### src/rtl/ahb_host_pkg.sv
// Shared types and constants for the AHB host command queue: command record,
// hsize encodings, FSM states and the 1 KB burst-split mask.
package ahb_host_pkg;

   localparam int LEN_W = 4;

   localparam logic [2:0] BYTE = 3'd0;
   localparam logic [2:0] HALF = 3'd1;
   localparam logic [2:0] WORD = 3'd2;

   localparam logic [9:0] KB_BOUNDARY_MASK = 10'h3FF;

   typedef enum logic [1:0] {
      IDLE,
      CHECK,
      ISSUE
   } state_t;

   typedef struct packed {
      logic             write;
      logic [2:0]       size;
      logic [31:0]      addr;
      logic [LEN_W-1:0] len;
   } host_cmd_t;

   // A command is legal when its size is at most a word and its start
   // address is aligned to that size.
   function automatic logic cmd_legal(input logic [2:0] size, input logic [1:0] addr_lo);
      case (size)
         BYTE:    return 1'b1;
         HALF:    return ~addr_lo[0];
         WORD:    return (addr_lo == 2'b00);
         default: return 1'b0;
      endcase
   endfunction

endpackage

### src/rtl/host_q_fifo.sv
// Synchronous FIFO with occupancy count and a registered head word that
// always shows the oldest entry (first-word fall-through).
module host_q_fifo #(
   parameter int WIDTH = 32,
   parameter int DEPTH = 16,
   localparam int AW = $clog2(DEPTH),
   localparam int CW = AW + 1
) (
   input  logic             hclk,
   input  logic             hreset,
   input  logic             push,
   input  logic [WIDTH-1:0] wdata,
   input  logic             pop,
   output logic [WIDTH-1:0] rdata,
   output logic [CW-1:0]    count,
   output logic [CW-1:0]    count_next
);

   logic [WIDTH-1:0] mem [DEPTH];
   logic [AW-1:0]    rd_ptr;
   logic [AW-1:0]    wr_ptr;
   logic [AW-1:0]    rd_ptr_next;
   logic             push_en;
   logic             pop_en;

   // NOTE: every always_comb output gets a default first, so no path can infer a latch.
   always_comb begin
      push_en     = 1'b0;
      pop_en      = 1'b0;
      rd_ptr_next = rd_ptr;
      count_next  = count;
      push_en     = push && (count != CW'(DEPTH));
      pop_en      = pop && (count != '0);
      if (pop_en) rd_ptr_next = rd_ptr + AW'(1);
      count_next  = count + CW'(push_en) - CW'(pop_en);
   end

   // NOTE: the storage array has no reset; only pointers, count and head are state that must start clean.
   always_ff @(posedge hclk) begin
      if (push_en) mem[wr_ptr] <= wdata;
   end

   // NOTE: sequential state is written with non-blocking assignments only.
   always_ff @(posedge hclk or posedge hreset) begin
      if (hreset) begin
         rd_ptr <= '0;
         wr_ptr <= '0;
         count  <= '0;
         rdata  <= '0;
      end else begin
         rd_ptr <= rd_ptr_next;
         count  <= count_next;
         if (push_en) wr_ptr <= wr_ptr + AW'(1);
         // The next head is either already stored or is the word landing this cycle.
         if (count_next != '0)
            rdata <= (push_en && (rd_ptr_next == wr_ptr)) ? wdata : mem[rd_ptr_next];
      end
   end

endmodule

### src/rtl/ahb_host_cmd_queue.sv
// Host command queue feeding ahb_master: buffers burst commands and write data,
// issues beats with 1 KB splits, collects read data. Optional beat statistics
// are built when HOST_CMD_Q_STATS_EN is defined.
module ahb_host_cmd_queue
   import ahb_host_pkg::*;
#(
   parameter int CMD_DEPTH = 4,
   parameter int WD_DEPTH  = 16,
   parameter int RD_DEPTH  = 16
) (
   input  logic             hclk,
   input  logic             hreset,
   input  logic             cmd_valid,
   output logic             cmd_ready,
   input  logic             cmd_write,
   input  logic [2:0]       cmd_size,
   input  logic [31:0]      cmd_addr,
   input  logic [LEN_W-1:0] cmd_len,
   input  logic             wd_valid,
   output logic             wd_ready,
   input  logic [31:0]      wd_data,
   output logic             rsp_valid,
   input  logic             rsp_ready,
   output logic [31:0]      rsp_data,
   output logic             cmd_err,
   output logic             host_read,
   output logic             host_write,
   output logic             host_cont,
   output logic [2:0]       host_size,
   output logic [31:0]      host_addr,
   output logic [31:0]      host_wdata,
   input  logic [31:0]      bus_rdata,
   input  logic             bus_rdone,
   input  logic             bus_wready,
   output logic [15:0]      rd_beat_cnt,
   output logic [15:0]      wr_beat_cnt
);

   localparam int CMD_CW = $clog2(CMD_DEPTH) + 1;
   localparam int WD_CW  = $clog2(WD_DEPTH) + 1;
   localparam int RD_CW  = $clog2(RD_DEPTH) + 1;

   host_cmd_t          cmd_in;
   host_cmd_t          cmd_head;
   host_cmd_t          cur;
   state_t             state;
   logic [LEN_W-1:0]   beats_left;
   logic               legal_in;
   logic               cmd_push;
   logic               cmd_pop;
   logic               cmd_avail;
   logic               wd_push;
   logic               wd_pop;
   logic               rsp_push;
   logic               rsp_pop;
   logic               beat_done;
   logic               space_ok;
   logic [31:0]        next_addr;
   logic [31:0]        need;
   logic [31:0]        rd_free;
   logic [CMD_CW-1:0]  cmd_count;
   logic [CMD_CW-1:0]  cmd_count_next;
   logic [WD_CW-1:0]   wd_count;
   logic [WD_CW-1:0]   wd_count_next;
   logic [RD_CW-1:0]   rsp_count;
   logic [RD_CW-1:0]   rsp_count_next;

   always_comb begin
      cmd_in    = '{write: cmd_write, size: cmd_size, addr: cmd_addr, len: cmd_len};
      legal_in  = cmd_legal(cmd_size, cmd_addr[1:0]);
      cmd_push  = cmd_valid && cmd_ready && legal_in;
      wd_push   = wd_valid && wd_ready;
      rsp_pop   = rsp_valid && rsp_ready;
      rsp_push  = host_read && bus_rdone;
      wd_pop    = host_write && bus_wready;
      beat_done = rsp_push || wd_pop;
      cmd_avail = (cmd_count != '0);
      cmd_pop   = cmd_avail && ((state == IDLE) ||
                                ((state == ISSUE) && beat_done && (beats_left == '0)));
      next_addr = host_addr + (32'd1 << host_size);
      // Launch only when every beat of the burst is already covered.
      need      = 32'(cur.len) + 32'd1;
      rd_free   = 32'(RD_DEPTH) - 32'(rsp_count);
      space_ok  = cur.write ? (32'(wd_count) >= need) : (rd_free >= need);
   end

   host_q_fifo #(.WIDTH($bits(host_cmd_t)), .DEPTH(CMD_DEPTH)) u_cmd_fifo (
      .hclk(hclk), .hreset(hreset), .push(cmd_push), .wdata(cmd_in), .pop(cmd_pop),
      .rdata(cmd_head), .count(cmd_count), .count_next(cmd_count_next)
   );

   host_q_fifo #(.WIDTH(32), .DEPTH(WD_DEPTH)) u_wd_fifo (
      .hclk(hclk), .hreset(hreset), .push(wd_push), .wdata(wd_data), .pop(wd_pop),
      .rdata(host_wdata), .count(wd_count), .count_next(wd_count_next)
   );

   host_q_fifo #(.WIDTH(32), .DEPTH(RD_DEPTH)) u_rsp_fifo (
      .hclk(hclk), .hreset(hreset), .push(rsp_push), .wdata(bus_rdata), .pop(rsp_pop),
      .rdata(rsp_data), .count(rsp_count), .count_next(rsp_count_next)
   );

   always_ff @(posedge hclk or posedge hreset) begin
      if (hreset) begin
         cmd_ready <= 1'b0;
         wd_ready  <= 1'b0;
         rsp_valid <= 1'b0;
         cmd_err   <= 1'b0;
      end else begin
         cmd_ready <= (cmd_count_next != CMD_CW'(CMD_DEPTH));
         wd_ready  <= (wd_count_next != WD_CW'(WD_DEPTH));
         rsp_valid <= (rsp_count_next != '0);
         cmd_err   <= cmd_valid && cmd_ready && !legal_in;
      end
   end

   always_ff @(posedge hclk or posedge hreset) begin
      if (hreset) begin
         state      <= IDLE;
         cur        <= '0;
         beats_left <= '0;
         host_read  <= 1'b0;
         host_write <= 1'b0;
         host_cont  <= 1'b0;
         host_size  <= '0;
         host_addr  <= '0;
      end else begin
         case (state)
            IDLE: begin
               if (cmd_avail) begin
                  cur   <= cmd_head;
                  state <= CHECK;
               end
            end
            CHECK: begin
               if (space_ok) begin
                  host_read  <= !cur.write;
                  host_write <= cur.write;
                  host_cont  <= 1'b0;
                  host_size  <= cur.size;
                  host_addr  <= cur.addr;
                  beats_left <= cur.len;
                  state      <= ISSUE;
               end
            end
            ISSUE: begin
               if (beat_done) begin
                  host_addr  <= next_addr;
                  host_cont  <= ((next_addr[9:0] & KB_BOUNDARY_MASK) != 10'd0);
                  beats_left <= beats_left - 1'b1;
                  if (beats_left == '0) begin
                     host_read  <= 1'b0;
                     host_write <= 1'b0;
                     host_cont  <= 1'b0;
                     if (cmd_avail) begin
                        cur   <= cmd_head;
                        state <= CHECK;
                     end else begin
                        state <= IDLE;
                     end
                  end
               end
            end
            default: state <= IDLE;
         endcase
      end
   end

`ifdef HOST_CMD_Q_STATS_EN
   always_ff @(posedge hclk or posedge hreset) begin
      if (hreset) begin
         rd_beat_cnt <= '0;
         wr_beat_cnt <= '0;
      end else begin
         if (rsp_push && (rd_beat_cnt != 16'hFFFF)) rd_beat_cnt <= rd_beat_cnt + 16'd1;
         if (wd_pop && (wr_beat_cnt != 16'hFFFF)) wr_beat_cnt <= wr_beat_cnt + 16'd1;
      end
   end
`else
   assign rd_beat_cnt = '0;
   assign wr_beat_cnt = '0;
`endif

endmodule
### config.mk
export PLATFORM = sky130hd
export DESIGN_NAME = ahb_host_cmd_queue
export DESIGN_NICKNAME = d
export VERILOG_FILES = /design/src/rtl/ahb_host_pkg.sv /design/src/rtl/host_q_fifo.sv /design/src/rtl/ahb_host_cmd_queue.sv
export SDC_FILE = /design/constraint.sdc
export NUM_CORES = 2
export LEC_CHECK = 0
export CORE_ASPECT_RATIO = 0.9
export CORE_UTILIZATION = 60
export CTS_BUF_LIST = sky130_fd_sc_hd__clkbuf_8
export DETAILED_ROUTE_END_ITERATION = 8
export HOLD_SLACK_MARGIN = 0.05
export PLACE_DENSITY = 0.79
export SETUP_SLACK_MARGIN = 0.3
export SLEW_MARGIN = 20
export SYNTH_ARGS = -nofsm -noshare
export SYNTH_HDL_FRONTEND = slang
export SYNTH_SLANG_ARGS = --single-unit
export TNS_END_PERCENT = 100
### constraint.sdc
create_clock -name hclk -period 10.8 [get_ports hclk]
set_input_delay 1.62 -clock hclk [delete_from_list [all_inputs] [get_ports hclk]]
set_output_delay 1.62 -clock hclk [all_outputs]
set_load 0.02 [all_outputs]
==> impl_metrics.ini <==
[die]
rows = 112
initial_core_util_pct = 60.5
boundaryPins = 249
dieArea_um2 = 106000
die_y_um = 309
dieWidth_um = 343
core_region_area_um2 = 104000

[detailed_routing]
drt_iter0_drc = 4671
vias = 41300
drc = 0
dr.pass1.iters = 6
viasPerCell = 6.64
wl_mm = 161
wire_per_inst_um = 25.9
antenna_left = 0

[layout]
design_area_um2 = 70200
finalCoreUtilization_pct = 67.7
fin_nets = 4820
drive_above_1_share_pct = 12.4
nFillCells = 7093
areaGrowthSynthToFinish_pct = 11.8

[setup_path]
cp-startpoint = bus_rdone
path_buf_inv = 5
end_kind = register
ff2ff_path_depth = 14
cpMaxStageDelayCell = a22oi_1
cp.arrival_ns = 6.16
required_ns = 11.53
cp_max_fo = 56
cp.depth = 14
path_delay_family = buffers and inverters
rr_startpoint = u_rsp_fifo.count[0]
setup.worst_path.class = in -> reg
startpoint_type = input pin
crit_chain = clkdlybuf4s50_1 -> a22oi_1 -> o21ai_0 -> nand2_1 -> buf_4 -> inv_2 -> ha_1 -> inv_1 -> ha_1 -> fa_1 -> xnor2_1 -> nor3_2 -> buf_4 -> o21ai_0
slowest_delay_ns = 0.66

[sta]
tightest_slew_ns = 1.21
fin_setup_tns_ns = 0
hold_viol = 0
setup-violations-final = 0
period_needed_ns = 5.43
relSlewSlack_pct = 19.6
finalMaxSlewViolations = 0
clock_skew_ns = 0.0527
max_freq_mhz = 184
finalCritPeriodShare_pct = 50.3
hold_ws_ns = 0.463
rsz0062_at_grt = false

[global_routing]
grt_pass1_vias = 40800
grt_pass1_wl_mm = 241
grt_usage_pct = 30.2
antenna_found_initial = 12
grt_start_max_net_pins = 183
grt_remaining_overflow = 0

[placement]
place_congestion = 0.850
port_buffers = 216
placed_cell_area_um2 = 66100
dp_hpwl_mm = 89.7

[power]
internal-power_w = 0.0126
p_comb_share_pct = 44.7
p_per_area_nw_per_um2 = 299
pwr-share-seq_pct = 35.6
power.leakage_nw = 25.0
power.share.clock_pct = 19.7
swShare_pct = 40.0
p_switching_w = 0.00840
vdd_drop_max_v = 0.000289

[clocking]
clk_path_buf_depth = 3
numClockSinks = 1409
clkTransAtPathRegs_ns = 0.06
h-tree-depth = 4
ctsResizeCount = 0
post-cts-setup-buffer-count = 0
worstSkewPairLatency_ns = 0.91
cts_tree = yes
cts_root_buf = clkbuf_8
hold_buffers = 0
cts-buffers-inserted = 212

[yosys]
syn-mean-instance-area_um2 = 14.0
syn_area_um2 = 62800
ys_types = 85
synthCells = 4472
synth_edf_count = 1184
ys_warn_count = 0
ys_seq_elements = 1409
synth_ff_type = edfxtp_1
synth-async-reset-ratio_pct = 16.0
seq_area_frac_synth_pct = 65.6

[worst_hold_path]
worstHoldStart = u_cmd_fifo.rdata[29]
min_path_cells = 2
hold_class = reg -> reg

[job]
maxCapViolCount = 0

[status]
status = complete, no violations
[cells in the mapped netlist (26+ instances only)]
| cell | number | area share (%) |
|---|---|---|
| edfxtp_1 | 1184 | 57 |
| mux2i_1 | 380 | 6.1 |
| nand2_1 | 354 | 2.1 |
| nor2_1 | 346 | 2.1 |
| dfrtp_1 | 225 | 9.0 |
| a21oi_1 | 208 | 1.7 |
| clkbuf_1 | 207 | 1.2 |
| o22ai_1 | 162 | 1.6 |
| mux4_2 | 143 | 5.1 |
| nor3_1 | 133 | 1.1 |
| o21ai_0 | 124 | 0.99 |
| o221ai_1 | 91 | 1.3 |
| buf_2 | 77 | 0.61 |
| a211oi_1 | 70 | 0.84 |
| a221oi_1 | 66 | 0.92 |
| ha_1 | 51 | 1.0 |
| inv_1 | 44 | 0.26 |
| o311a_1 | 44 | 0.70 |
| buf_4 | 41 | 0.49 |
| o21ai_1 | 41 | 0.33 |
| buf_1 | 31 | 0.19 |
| o32ai_1 | 26 | 0.36 |
[power groups by stage]
stage                     Clock (W)  Sequential [W]  Combinational, W
after floorplan                   0         0.00748           0.00653
after global routing        0.00441         0.00755            0.0101
after global placement            0         0.00753           0.00902
after detailed placement          0         0.00756           0.00929
after CTS                   0.00419         0.00746           0.00931
final                       0.00415         0.00748           0.00939
[path summary, 6_finish.rpt]
check	end	slack [ns]
min in group asynchronous	host_addr[20]	1.34
setup / recovery	u_cmd_fifo.rdata[38]	5.37
setup reg to reg	u_rsp_fifo.rdata[29]	5.63
hold reg to reg	cur[29]	0.46
max in group asynchronous	u_wd_fifo.rd_ptr[1]	7.05
hold / removal	cur[29]	0.46
[per-layer routing]
| layer | track usage (%) | vias to the layer above | wire [um] |
|---|---|---|---|
| met4 | 12.1 | 16 | 5620 |
| li1 | - | 18000 | - |
| met2 | 47.8 | 2327 | 76100 |
| met5 | 0.498 | - | 175 |
| met3 | 7.09 | 441 | 16300 |
| met1 | 40.7 | 20500 | 62700 |
[metrics by stage]
stage	setup WS, ns	instances	power, W
2_1_floorplan	3.02	4503	0.0140
3_3_place_gp	4.66	5807	0.0165
3_5_place_dp	4.52	5807	0.0168
4_1_cts	5.48	6202	0.0210
5_1_grt	4.97	6208	0.0221
6_report	5.37	6211	0.0210
[final cells by class]
class	count	area, um2	share of cell area, %
diodes	8	20.0	0.0285
clock buffers	230	3170	4.51
clock inverters	165	860	1.22
inverters	47	185	0.264
multi-input cells	2690	20300	28.9
flip-flops and latches	1409	41200	58.7
well taps	1368	1710	2.44
repair buffers	294	2780	3.96
[cells by family after synthesis]
| group | Yosys count | synth area share [%] |
|---|---|---|
| AO/OA/AOI/OAI | 1010 | 11.1 |
| XOR/XNOR | 41 | 0.616 |
| adder cells (fa/ha/maj) | 57 | 1.18 |
| buffers and inverters | 404 | 2.83 |
| flip-flops | 1409 | 65.6 |
| multiplexers | 545 | 11.6 |
| other | 1 | 0.00597 |
| AND/OR/NAND/NOR | 1005 | 7.08 |
[tightest hold or removal path: stages (launching register included)]
cell	delay, ns
dfrtp_1	0.34
nand2_1	0.05
nand2_1	0.04
[placed cells by master (no fill, tap or decap), types with 14 or more instances in the layout]
cell type / synthesis / final
o21ai_0: 124 / 124
ha_1: 51 / 49
a21oi_1: 208 / 208
clkdlybuf4s50_1: 0 / 216
nand2_1: 354 / 354
o311a_1: 44 / 44
clkbuf_8: 0 / 230
nor2_1: 346 / 332
nor2b_1: 18 / 17
a211oi_1: 70 / 70
conb_1: 1 / 32
o21ai_1: 41 / 41
nor3_1: 133 / 127
xnor2_1: 24 / 24
o32ai_1: 26 / 25
inv_1: 44 / 113
o221ai_1: 91 / 91
a41o_1: 25 / 25
clkinv_2: 0 / 33
clkinv_1: 1 / 47
o211ai_1: 18 / 18
nand2b_1: 20 / 19
and2_2: 0 / 14
nand3_1: 23 / 22
mux2i_1: 380 / 378
xor2_1: 15 / 15
a31oi_1: 14 / 14
buf_4: 41 / 75
dfrtp_1: 225 / 221
o22ai_1: 162 / 162
mux4_2: 143 / 143
mux2_2: 22 / 22
edfxtp_1: 1184 / 1184
a221oi_1: 66 / 65
[state kept, by name, summed over array words and instances, names as in the netlist, 3 cells and up]
signal             cells
u_wd_fifo.mem        512
u_rsp_fifo.count       5
u_wd_fifo.wr_ptr       4
beats_left             4
u_wd_fifo.rdata       32
u_cmd_fifo.count       3
u_rsp_fifo.rd_ptr      4
host_size              3
host_addr             32
u_rsp_fifo.mem       512
u_cmd_fifo.mem       160
u_rsp_fifo.rdata      32
u_wd_fifo.count        5
cur                   40
u_wd_fifo.rd_ptr       4
u_cmd_fifo.rdata      40
u_rsp_fifo.wr_ptr      4
Note: power is estimated with default switching activity, not from simulation.
